`config.mk`:
```
export PLATFORM = sky130hd
export DESIGN_NAME = vector_pack_ctrl
export DESIGN_NICKNAME = d
export VERILOG_FILES = /design/src/rtl/vector_pkg.sv /design/src/rtl/vector_lane_insert.sv /design/src/rtl/vector_pack_ctrl.sv
export SDC_FILE = /design/constraint.sdc
export NUM_CORES = 1
export LEC_CHECK = 0
export CORE_ASPECT_RATIO = 1.1
export CORE_MARGIN = 2
export CORE_UTILIZATION = 31
export CTS_BUF_LIST = sky130_fd_sc_hd__clkbuf_4 sky130_fd_sc_hd__clkbuf_8
export CTS_CLUSTER_DIAMETER = 30
export DETAILED_ROUTE_END_ITERATION = 12
export PLACE_DENSITY_LB_ADDON = 0.3
export SLEW_MARGIN = 20
export SYNTH_ARGS = -nofsm -noshare
export SYNTH_HDL_FRONTEND = slang
export SYNTH_SLANG_ARGS = --single-unit
export TNS_END_PERCENT = 1
```
`constraint.sdc`:
```
create_clock -name clk -period 3.6 [get_ports clk]
set_input_delay 0.9 -clock clk [delete_from_list [all_inputs] [get_ports clk]]
set_output_delay 0.9 -clock clk [all_outputs]
set_load 0.005 [all_outputs]
```
`src/rtl/vector_pkg.sv`:
```
// Shared widths, lane-index type and controller state encoding for the vector packer.
package vector_pkg;

  localparam int V      = 128;
  localparam int N      = 32;
  localparam int LANES  = V / N;
  localparam int LANE_W = $clog2(LANES);

  typedef logic [LANE_W-1:0] lane_idx_t;

  typedef enum logic [1:0] {
    ST_IDLE = 2'd0,
    ST_FILL = 2'd1,
    ST_OUT  = 2'd2
  } state_t;

endpackage

```
`src/rtl/vector_lane_insert.sv`:
```
// Combinational lane replacement: returns i_vec with lane i_lane overwritten by i_scalar.
module vector_lane_insert
  import vector_pkg::*;
#(
  parameter int V = vector_pkg::V,
  parameter int N = vector_pkg::N
) (
  input  logic [V-1:0] i_vec,
  input  logic [N-1:0] i_scalar,
  input  lane_idx_t    i_lane,
  output logic [V-1:0] o_vec
);

  always_comb begin
    o_vec = i_vec;
    o_vec[int'(i_lane)*N +: N] = i_scalar;
  end

endmodule

```
`src/rtl/vector_pack_ctrl.sv`:
```
// Packs up to four scalar beats into a vector seeded from base_vec and presents it
// on a valid/ready output; flush aborts the operation without emitting it.
module vector_pack_ctrl
  import vector_pkg::*;
#(
  parameter int V = vector_pkg::V,
  parameter int N = vector_pkg::N
) (
  input  logic         clk,
  input  logic         rst_n,
  input  logic         start,
  input  logic [V-1:0] base_vec,
  input  logic         flush,
  input  logic         s_valid,
  output logic         s_ready,
  input  logic [N-1:0] s_data,
  input  logic         s_last,
  output logic         m_valid,
  input  logic         m_ready,
  output logic [V-1:0] m_data,
  output logic [2:0]   m_lanes,
  output logic         busy
);

  state_t         r_state;
  logic [V-1:0]   r_acc;
  lane_idx_t      r_lane_cnt;
  logic [2:0]     r_m_lanes;
  logic           r_s_ready;
  logic           r_m_valid;
  logic           r_busy;

  logic [V-1:0]   w_ins_vec;
  logic           w_beat;
  logic           w_final;

  vector_lane_insert #(
    .V (V),
    .N (N)
  ) u_insert (
    .i_vec    (r_acc),
    .i_scalar (s_data),
    .i_lane   (r_lane_cnt),
    .o_vec    (w_ins_vec)
  );

  assign w_beat  = s_valid & r_s_ready;
  assign w_final = (r_lane_cnt == lane_idx_t'(LANES - 1)) | s_last;

  // Outputs are registered alongside the state, so neither m_ready nor s_valid
  // reaches an output combinationally.
  always_ff @(posedge clk or negedge rst_n) begin
    if (!rst_n) begin
      r_state    <= ST_IDLE;
      r_acc      <= '0;
      r_lane_cnt <= '0;
      r_m_lanes  <= '0;
      r_s_ready  <= 1'b0;
      r_m_valid  <= 1'b0;
      r_busy     <= 1'b0;
    end else if (flush) begin
      r_state    <= ST_IDLE;
      r_lane_cnt <= '0;
      r_m_lanes  <= '0;
      r_s_ready  <= 1'b0;
      r_m_valid  <= 1'b0;
      r_busy     <= 1'b0;
    end else begin
      case (r_state)
        ST_IDLE: begin
          if (start) begin
            r_state    <= ST_FILL;
            r_acc      <= base_vec;
            r_lane_cnt <= '0;
            r_s_ready  <= 1'b1;
            r_busy     <= 1'b1;
          end
        end
        ST_FILL: begin
          if (w_beat) begin
            r_acc <= w_ins_vec;
            if (w_final) begin
              r_state   <= ST_OUT;
              r_m_lanes <= {1'b0, r_lane_cnt} + 3'd1;
              r_s_ready <= 1'b0;
              r_m_valid <= 1'b1;
            end else begin
              r_lane_cnt <= r_lane_cnt + lane_idx_t'(1);
            end
          end
        end
        ST_OUT: begin
          if (m_ready) begin
            r_state    <= ST_IDLE;
            r_lane_cnt <= '0;
            r_m_valid  <= 1'b0;
            r_busy     <= 1'b0;
          end
        end
        default: begin
          r_state   <= ST_IDLE;
          r_s_ready <= 1'b0;
          r_m_valid <= 1'b0;
          r_busy    <= 1'b0;
        end
      endcase
    end
  end

  assign s_ready = r_s_ready;
  assign m_valid = r_m_valid;
  assign m_data  = r_acc;
  assign m_lanes = r_m_lanes;
  assign busy    = r_busy;

endmodule

```
==> implementation parameters, run 1 <==
Parameter                              Value

Status
  Result of the run ... finished, final reports clean

GRT
  Largest net degree at the start of global routing ... 78
  Overflow left after global routing ... 0
  Global-route wire length before repair ... 39.7 mm
  Overall track demand over capacity in global routing ... 0.206
  Number of global-route vias before repair ... 6,494
  Antenna violations before repair ... 1

Timing
  Clock period minus worst slack ... 2.56 ns
  Fin Setup TNS ... 0 ns
  Fraction of the cycle the final worst path needs ... 0.711
  Achievable clock frequency ... 391 MHz
  Unrepaired setup endpoints after global routing ... no
  Final max-slew violation count ... 0
  Slew Limit Headroom ... 0.430
  Final setup fails ... 0
  Transition time at the pin with the least slew margin ... 0.855 ns
  Hold Fails Final Rpt ... 0
  Maximum clock skew at final layout ... 0.00943 ns

Power and ir drop
  Design Power ... 5.15 mW
  Leakage ... 4.37 nW
  IR drop worst, VDD ... 202 µV
  Power density relative to cell area ... 464 mW/mm²

Critical path
  Setup crit end kind ... register
  Startpoint types ... register
  Path type of the worst setup path ... register to register
  Crit-path cells ... inv_1 > ha_1 > and2_1 > buf_4 > a32o_1 > mux2_2
  Worst Path Buf+Inv ... 2
  Critical path data arrival time ... 2.93 ns
  Worst Path Required ... 3.97 ns
  Cell family with most CP delay ... simple AND/OR/NAND/NOR gates
  Largest stage delay, worst path ... 0.58 ns
  Highest fanout seen on the critical path ... 20
  Slowest library cell on the worst path ... sky130_fd_sc_hd__and2_1

Place
  HPWL after DPL ... 18.1 mm
  Cell area after placement ... 0.0107 mm²
  Quantity of I/O buffers inserted on ports ... 300
  Final Wtd Congestion ... 0.782

Clock network
  Register clock-pin slew on the reported worst setup and hold paths ... 0.09 ns
  # hold bufs at CTS ... 0
  Clock tree from TritonCTS ... done
  Clock tree buffer depth ... 2
  Clk sinks ... 138
  Number of cells upsized or downsized after cts ... 0
  Setup repair bufs after CTS ... 0
  Total CTS buffers ... 17
  Root buf cell ... sky130_fd_sc_hd__clkbuf_8
  Maximum level of the CTS H-tree ... 4
  Clk Latency, worst-skew pair ... 0.44 ns

Floorplanning
  Number of cell rows ... 59
  Area of the placeable core ... 0.0236 mm²
  Initial cell density of the core ... 0.315
  Die Area ... 0.0253 mm²
  Y dimension of the die ... 166 µm
  IO Pins ... 301
  Overall die width ... 152 µm

Yosys
  Share of the yosys chip area belonging to registers ... 0.464
  Ys Warns ... 0
  Ranking of synthesized cells by area ... sky130_fd_sc_hd__dfrtp_1, sky130_fd_sc_hd__mux2_2, sky130_fd_sc_hd__a32o_1, sky130_fd_sc_hd__and2_1, sky130_fd_sc_hd__nor2b_1
  Number of synthesized flops with an enable pin ... 0
  Most instantiated flip-flop cell in the synthesis netlist ... sky130_fd_sc_hd__dfrtp_1
  Nets in the synthesized netlist ... 763
  Unique cell type count in the Yosys netlist ... 38
  Flops & latches, synth ... 138
  Leading area contributor after synthesis ... sky130_fd_sc_hd__dfrtp_1
  Post-Syn Area ... 0.00744 mm²
  Portion of synthesized cell area occupied by the leading cell type ... 0.464
  Mean instance size in the synthesized netlist ... 12.6 µm²
  Async set-or-reset flop fraction in the synthesized netlist ... 1.00
  Post-synthesis cell count ... 591

Layout
  Filler Cells Inserted ... 2,184
  Share of final-layout standard cells stronger than drive strength 1 ... 0.220
  Commonest cells after routing, fill and taps aside ... sky130_fd_sc_hd__clkdlybuf4s50_1, sky130_fd_sc_hd__dfrtp_1, sky130_fd_sc_hd__a32o_1, sky130_fd_sc_hd__mux2_2, sky130_fd_sc_hd__and2_1
  Leading cell type in the layout, fill and taps excluded ... sky130_fd_sc_hd__clkdlybuf4s50_1
  Growth of design area from synthesis to finish ... 49.3%
  Final non-filler cell area ... 0.0111 mm²
  # nets final ... 1,035
  Post-Route Utilization ... 0.470

Route
  Via count ... 6,349
  DRT Wirelength ... 26.5 mm
  DRC violation count after routing ... 0
  Number of violations reported at the end of detailed-routing iteration 0 ... 390
  Average routed wire per standard cell ... 22.4 µm
  Count of antenna-violating nets left after detailed routing ... 0
  First-pass iteration count of the detailed router ... 5
  Vias/cell ... 5.37

Job
  Max cap viols ... 0

Hold path
  Hold Path Class ... input port to asynchronous set/reset pin
[per-layer routing]
layer,GRT usage,up-vias,wire [µm]
li1,-,2859,-
met1,0.264,3192,11000
met2,0.342,262,12900
met3,0.0468,36,1850
met4,0.0692,0,710
met5,0,-,0
[cells in the mapped netlist (2+ instances only)]
cell                       count
sky130_fd_sc_hd__buf_1         5
sky130_fd_sc_hd__and2_1       34
sky130_fd_sc_hd__dfrtp_1     138
sky130_fd_sc_hd__buf_6         6
sky130_fd_sc_hd__o21ai_0       4
sky130_fd_sc_hd__nand2b_1      3
sky130_fd_sc_hd__nand3b_1      2
sky130_fd_sc_hd__inv_1         7
sky130_fd_sc_hd__a21oi_1       4
sky130_fd_sc_hd__clkbuf_1     39
sky130_fd_sc_hd__a32o_1      128
sky130_fd_sc_hd__nor2_1        6
sky130_fd_sc_hd__a211oi_1      2
sky130_fd_sc_hd__mux2_2      122
sky130_fd_sc_hd__nor3b_1       3
sky130_fd_sc_hd__nor2b_1      34
sky130_fd_sc_hd__mux2_1        6
sky130_fd_sc_hd__buf_2        11
sky130_fd_sc_hd__a21o_1        2
sky130_fd_sc_hd__mux2i_1       2
sky130_fd_sc_hd__buf_4         6
sky130_fd_sc_hd__or2_2         3
sky130_fd_sc_hd__a221oi_4      4
sky130_fd_sc_hd__ha_1          5
sky130_fd_sc_hd__nand3_1       2
[sequential cells by signal, indices dropped and copies added (netlist names)]
signal	flops
m_data	128
busy	1
r_state	2
m_valid	1
r_lane_cnt	2
s_ready	1
m_lanes	3
[per-stage QoR]
stage          cells  hold WS, ns  setup slack (ns)
3_3_place_gp    1149        0.468             0.700
4_1_cts         1181        0.494              1.01
5_1_grt         1182        0.507             0.877
6_report        1182        0.480              1.04
3_5_place_dp    1149        0.476             0.663
2_1_floorplan    591        0.483              1.37
[area by class of cell]
type | instances | area, µm² | area share
inverter | 7 | 26.3 | 0.00237
antenna | 1 | 2.50 | 0.000225
clock inverter | 13 | 116 | 0.0105
multi-input combinational | 379 | 3670 | 0.331
sequential | 138 | 3450 | 0.311
clock buffer | 19 | 262 | 0.0235
tap | 305 | 382 | 0.0344
timing repair buffer | 320 | 3190 | 0.287
[cell families after synthesis]
| logic type | share of synthesized area |
|---|---|
| AND/OR/NAND/NOR | 0.0829 |
| adder cells (fa/ha/maj) | 0.00841 |
| multiplexers | 0.196 |
| flip-flops | 0.464 |
| AO/OA/AOI/OAI | 0.200 |
| buffers and inverters | 0.0483 |
[final timing paths]
path / from / to / slack [ns] / cells after the start
max: r_lane_cnt[0] / m_data[82] / 1.04 / 6
min: rst_n / m_data[37] / 0.48 / 1
max reg2reg: r_lane_cnt[0] / m_data[82] / 1.04 / 6
min reg2reg: m_data[29] / m_data[29] / 0.49 / 1
max in group asynchronous: rst_n / m_data[15] / 2.24 / 2
min in group clk: m_data[29] / m_data[29] / 0.49 / 1
[power breakdown]
group	internal (mW)	switching [mW]	leakage [nW]
sequential	1.93	0.202	1.72
combinational	1.19	0.580	2.45
clock	0.588	0.665	0.189
[worst register-to-register path, delay by kind of cell, from the launching register on]
kind                       cells  cell delay [ns]
AOI/OAI and AO/OA              1             0.24
DFF                            1             0.48
buffers and inverters          2             0.57
muxes                          1             0.15
adders and majority gates      1             0.49
and+or+nand+nor                1             0.58
Power figures use the tool's default switching activity.
==> inputs of run 2 (changes only) <==
clock period = 2.1 ns   (was 3.6 ns; I/O delays follow)
==> run 2 against run 1 <==
  * The run now ends with negative setup slack left
  * Core utilization up 1.0 points
  * Global-route usage up 0.32 points
  * Largest cell class unchanged
  * Worst setup slack worse by 1.1 ns
  * Final cell count up 1.4%
  * Flip-flop and latch count unchanged
  * Worst hold slack better by 0.011 ns
  * Sequential power up 71%
  * Sequential share of layout area down 0.67 points
==> implementation parameters, run 2 (synthesis results as in run 1) <==
Parameter                              Value

Place
  Final Wtd Congestion ... 0.802
  Cell area after placement ... 0.0110 mm²
  HPWL after DPL ... 18.2 mm
  Quantity of I/O buffers inserted on ports ... 300

Critical path
  Critical register-to-register path startpoint ... r_lane_cnt[0]
  Cell depth of the worst flop-to-flop path ... 5
  Startpoint types ... register
  Setup crit end kind ... register
  Path type of the worst setup path ... register to register
  Worst reg2reg setup slack ... -0.03 ns
  Critical path data arrival time ... 2.51 ns
  Worst Path Required ... 2.48 ns
  Highest fanout seen on the critical path ... 32
  Reg-to-reg endpoint ... m_data[114]

Layout
  Commonest cells after routing, fill and taps aside ... sky130_fd_sc_hd__clkdlybuf4s50_1, sky130_fd_sc_hd__dfrtp_1, sky130_fd_sc_hd__a32o_1, sky130_fd_sc_hd__mux2_2, sky130_fd_sc_hd__and2_1
  Leading cell type in the layout, fill and taps excluded ... sky130_fd_sc_hd__clkdlybuf4s50_1
  # nets final ... 1,053
  Post-Route Utilization ... 0.480
  Filler Cells Inserted ... 2,192
  Largest register FFs ... 128
  Growth of design area from synthesis to finish ... 52.6%
  Final non-filler cell area ... 0.0113 mm²
  Share of final-layout standard cells stronger than drive strength 1 ... 0.237

Power and ir drop
  Internal power of the cells ... 6.37 mW
  Flop pwr share ... 0.413
  Fraction of power spent switching nets ... 0.277
  Design Power ... 8.81 mW
  Leakage ... 4.50 nW
  Combinational Power Share ... 0.350
  IR drop worst, VDD ... 372 µV
  Power density relative to cell area ... 777 mW/mm²
  Clk pwr share ... 0.237
  Sw Pwr ... 2.44 mW

Route
  Met3 WL post-DR ... 1.79 mm
  DRC violation count after routing ... 0
  Average routed wire per standard cell ... 22.1 µm
  DRT Wirelength ... 26.4 mm
  Count of antenna-violating nets left after detailed routing ... 0
  Via count ... 6,288
  Number of violations reported at the end of detailed-routing iteration 0 ... 293
  Highest metal layer with signal wires ... met4
  First-pass iteration count of the detailed router ... 5
  Routed met1 length ... 11.1 mm
  Detail Route met2 WL ... 12.8 mm
  Vias/cell ... 5.25

Hold path
  Startpoint of the most critical hold path ... m_data[30]
  End point of the most critical hold path ... m_data[30]
  Hold Path Cell Cnt ... 1
  Hold Path Class ... register to register

Timing
  Final max-slew violation count ... 0
  Hold Fails Final Rpt ... 0
  Slew Limit Headroom ... 0.335
  Clock period minus worst slack ... 2.13 ns
  Post-route worst setup slack ... -0.0289 ns
  Fin Setup TNS ... -0.0446 ns
  Unrepaired setup endpoints after global routing ... yes
  Fraction of the cycle the final worst path needs ... 1.01
  Transition time at the pin with the least slew margin ... 0.995 ns
  Final setup fails ... 3
  Achievable clock frequency ... 470 MHz
  Maximum clock skew at final layout ... 0.0156 ns

Floorplanning
  Number of cell rows ... 59
  Y dimension of the die ... 166 µm
  Initial cell density of the core ... 0.315
  IO Pins ... 301
  Die Area ... 0.0253 mm²
  Area of the placeable core ... 0.0236 mm²
  Overall die width ... 152 µm

GRT
  Overall track demand over capacity in global routing ... 0.209
  Number of global-route vias before repair ... 6,634
  Global-route wire length before repair ... 40.4 mm
  Largest net degree at the start of global routing ... 52
  Overflow left after global routing ... 0
  Antenna violations before repair ... 1

Status
  Violated checks ... negative setup slack
  Result of the run ... complete, but fails checks

Clock network
  Clk Latency, worst-skew pair ... 0.44 ns
  Setup repair bufs after CTS ... 0
  Clk sinks ... 138
  Maximum level of the CTS H-tree ... 4
  Total CTS buffers ... 17
  Clock tree buffer depth ... 2
  Register clock-pin slew on the reported worst setup and hold paths ... 0.08 ns
  Root buf cell ... sky130_fd_sc_hd__clkbuf_8
  Clock tree from TritonCTS ... done

Job
  Max cap viols ... 0
==> run 2: through the flow <==
step                      cells  hold WS, ns  setup slack [ns]
after floorplan             591        0.229             0.142
after detailed placement   1166        0.465            -0.389
after CTS                  1197        0.493           -0.0500
after global routing       1198        0.499            -0.124
final                      1198        0.491           -0.0289
after global placement     1166        0.467            -0.355
==> run 2: power groups by stage <==
stage               registers, mW  logic, mW  clock network, mW
floorplan                    3.72      0.995                  0
global placement             3.68       3.09                  0
detailed placement           3.69       3.11                  0
CTS                          3.65       3.13               2.16
global route                 3.73       3.30               2.28
finish                       3.64       3.09               2.09
==> run 2: layer usage <==
metal / vias to the layer above / track usage
met5: - / 0
met1: 3120 / 0.273
met3: 35 / 0.0466
met2: 250 / 0.338
li1: 2883 / -
met4: 0 / 0.0781
==> run 2: repair_timing <==
action                                  in CTS  in global routing
resized for setup                            1                  4
pin swaps                                   16                 22
endpoints found under the setup margin      64                 84
endpoints found under the hold margin       35                  0
hold buffers                                 1                  0
==> run 2: cell type report <==
| cell class | instances | area (µm²) | share of cell area |
|---|---|---|---|
| Multi-Input combinational cell | 379 | 3680 | 0.324 |
| Antenna cell | 1 | 2.50 | 0.000221 |
| Clock buffer | 19 | 262 | 0.0230 |
| Timing Repair Buffer | 338 | 3450 | 0.304 |
| Tap cell | 305 | 382 | 0.0336 |
| Sequential cell | 138 | 3450 | 0.304 |
| Inverter | 7 | 26.3 | 0.00232 |
| Clock inverter | 11 | 98.8 | 0.00871 |
==> run 2: how the worst max path moves through the flow <==
stage	startpoint	endpoint	slack, ns	cells after the start
after floorplan	r_lane_cnt[0]	m_data[66]	0.14	7
after global placement	flush	m_data[12]	-0.36	5
after detailed placement	flush	m_data[10]	-0.39	5
after CTS	r_lane_cnt[1]	m_data[114]	-0.05	5
after global routing	r_lane_cnt[0]	m_data[26]	-0.12	7
final	r_lane_cnt[0]	m_data[114]	-0.03	5
==> run 2: critical path, cell delays in order, from the launching register on <==
cell and delay [ns]:
sky130_fd_sc_hd__dfrtp_1 0.41, sky130_fd_sc_hd__inv_1 0.09, sky130_fd_sc_hd__ha_2 0.31, sky130_fd_sc_hd__nor2b_4 0.78, sky130_fd_sc_hd__a32o_2 0.31, sky130_fd_sc_hd__mux2_2 0.15
==> inputs of run 3 (changes only) <==
GPL_ROUTABILITY_DRIVEN = 0   (was default)
==> results of run 3 <==
The final DEF is identical to that of run 2; final timing and power are the same.
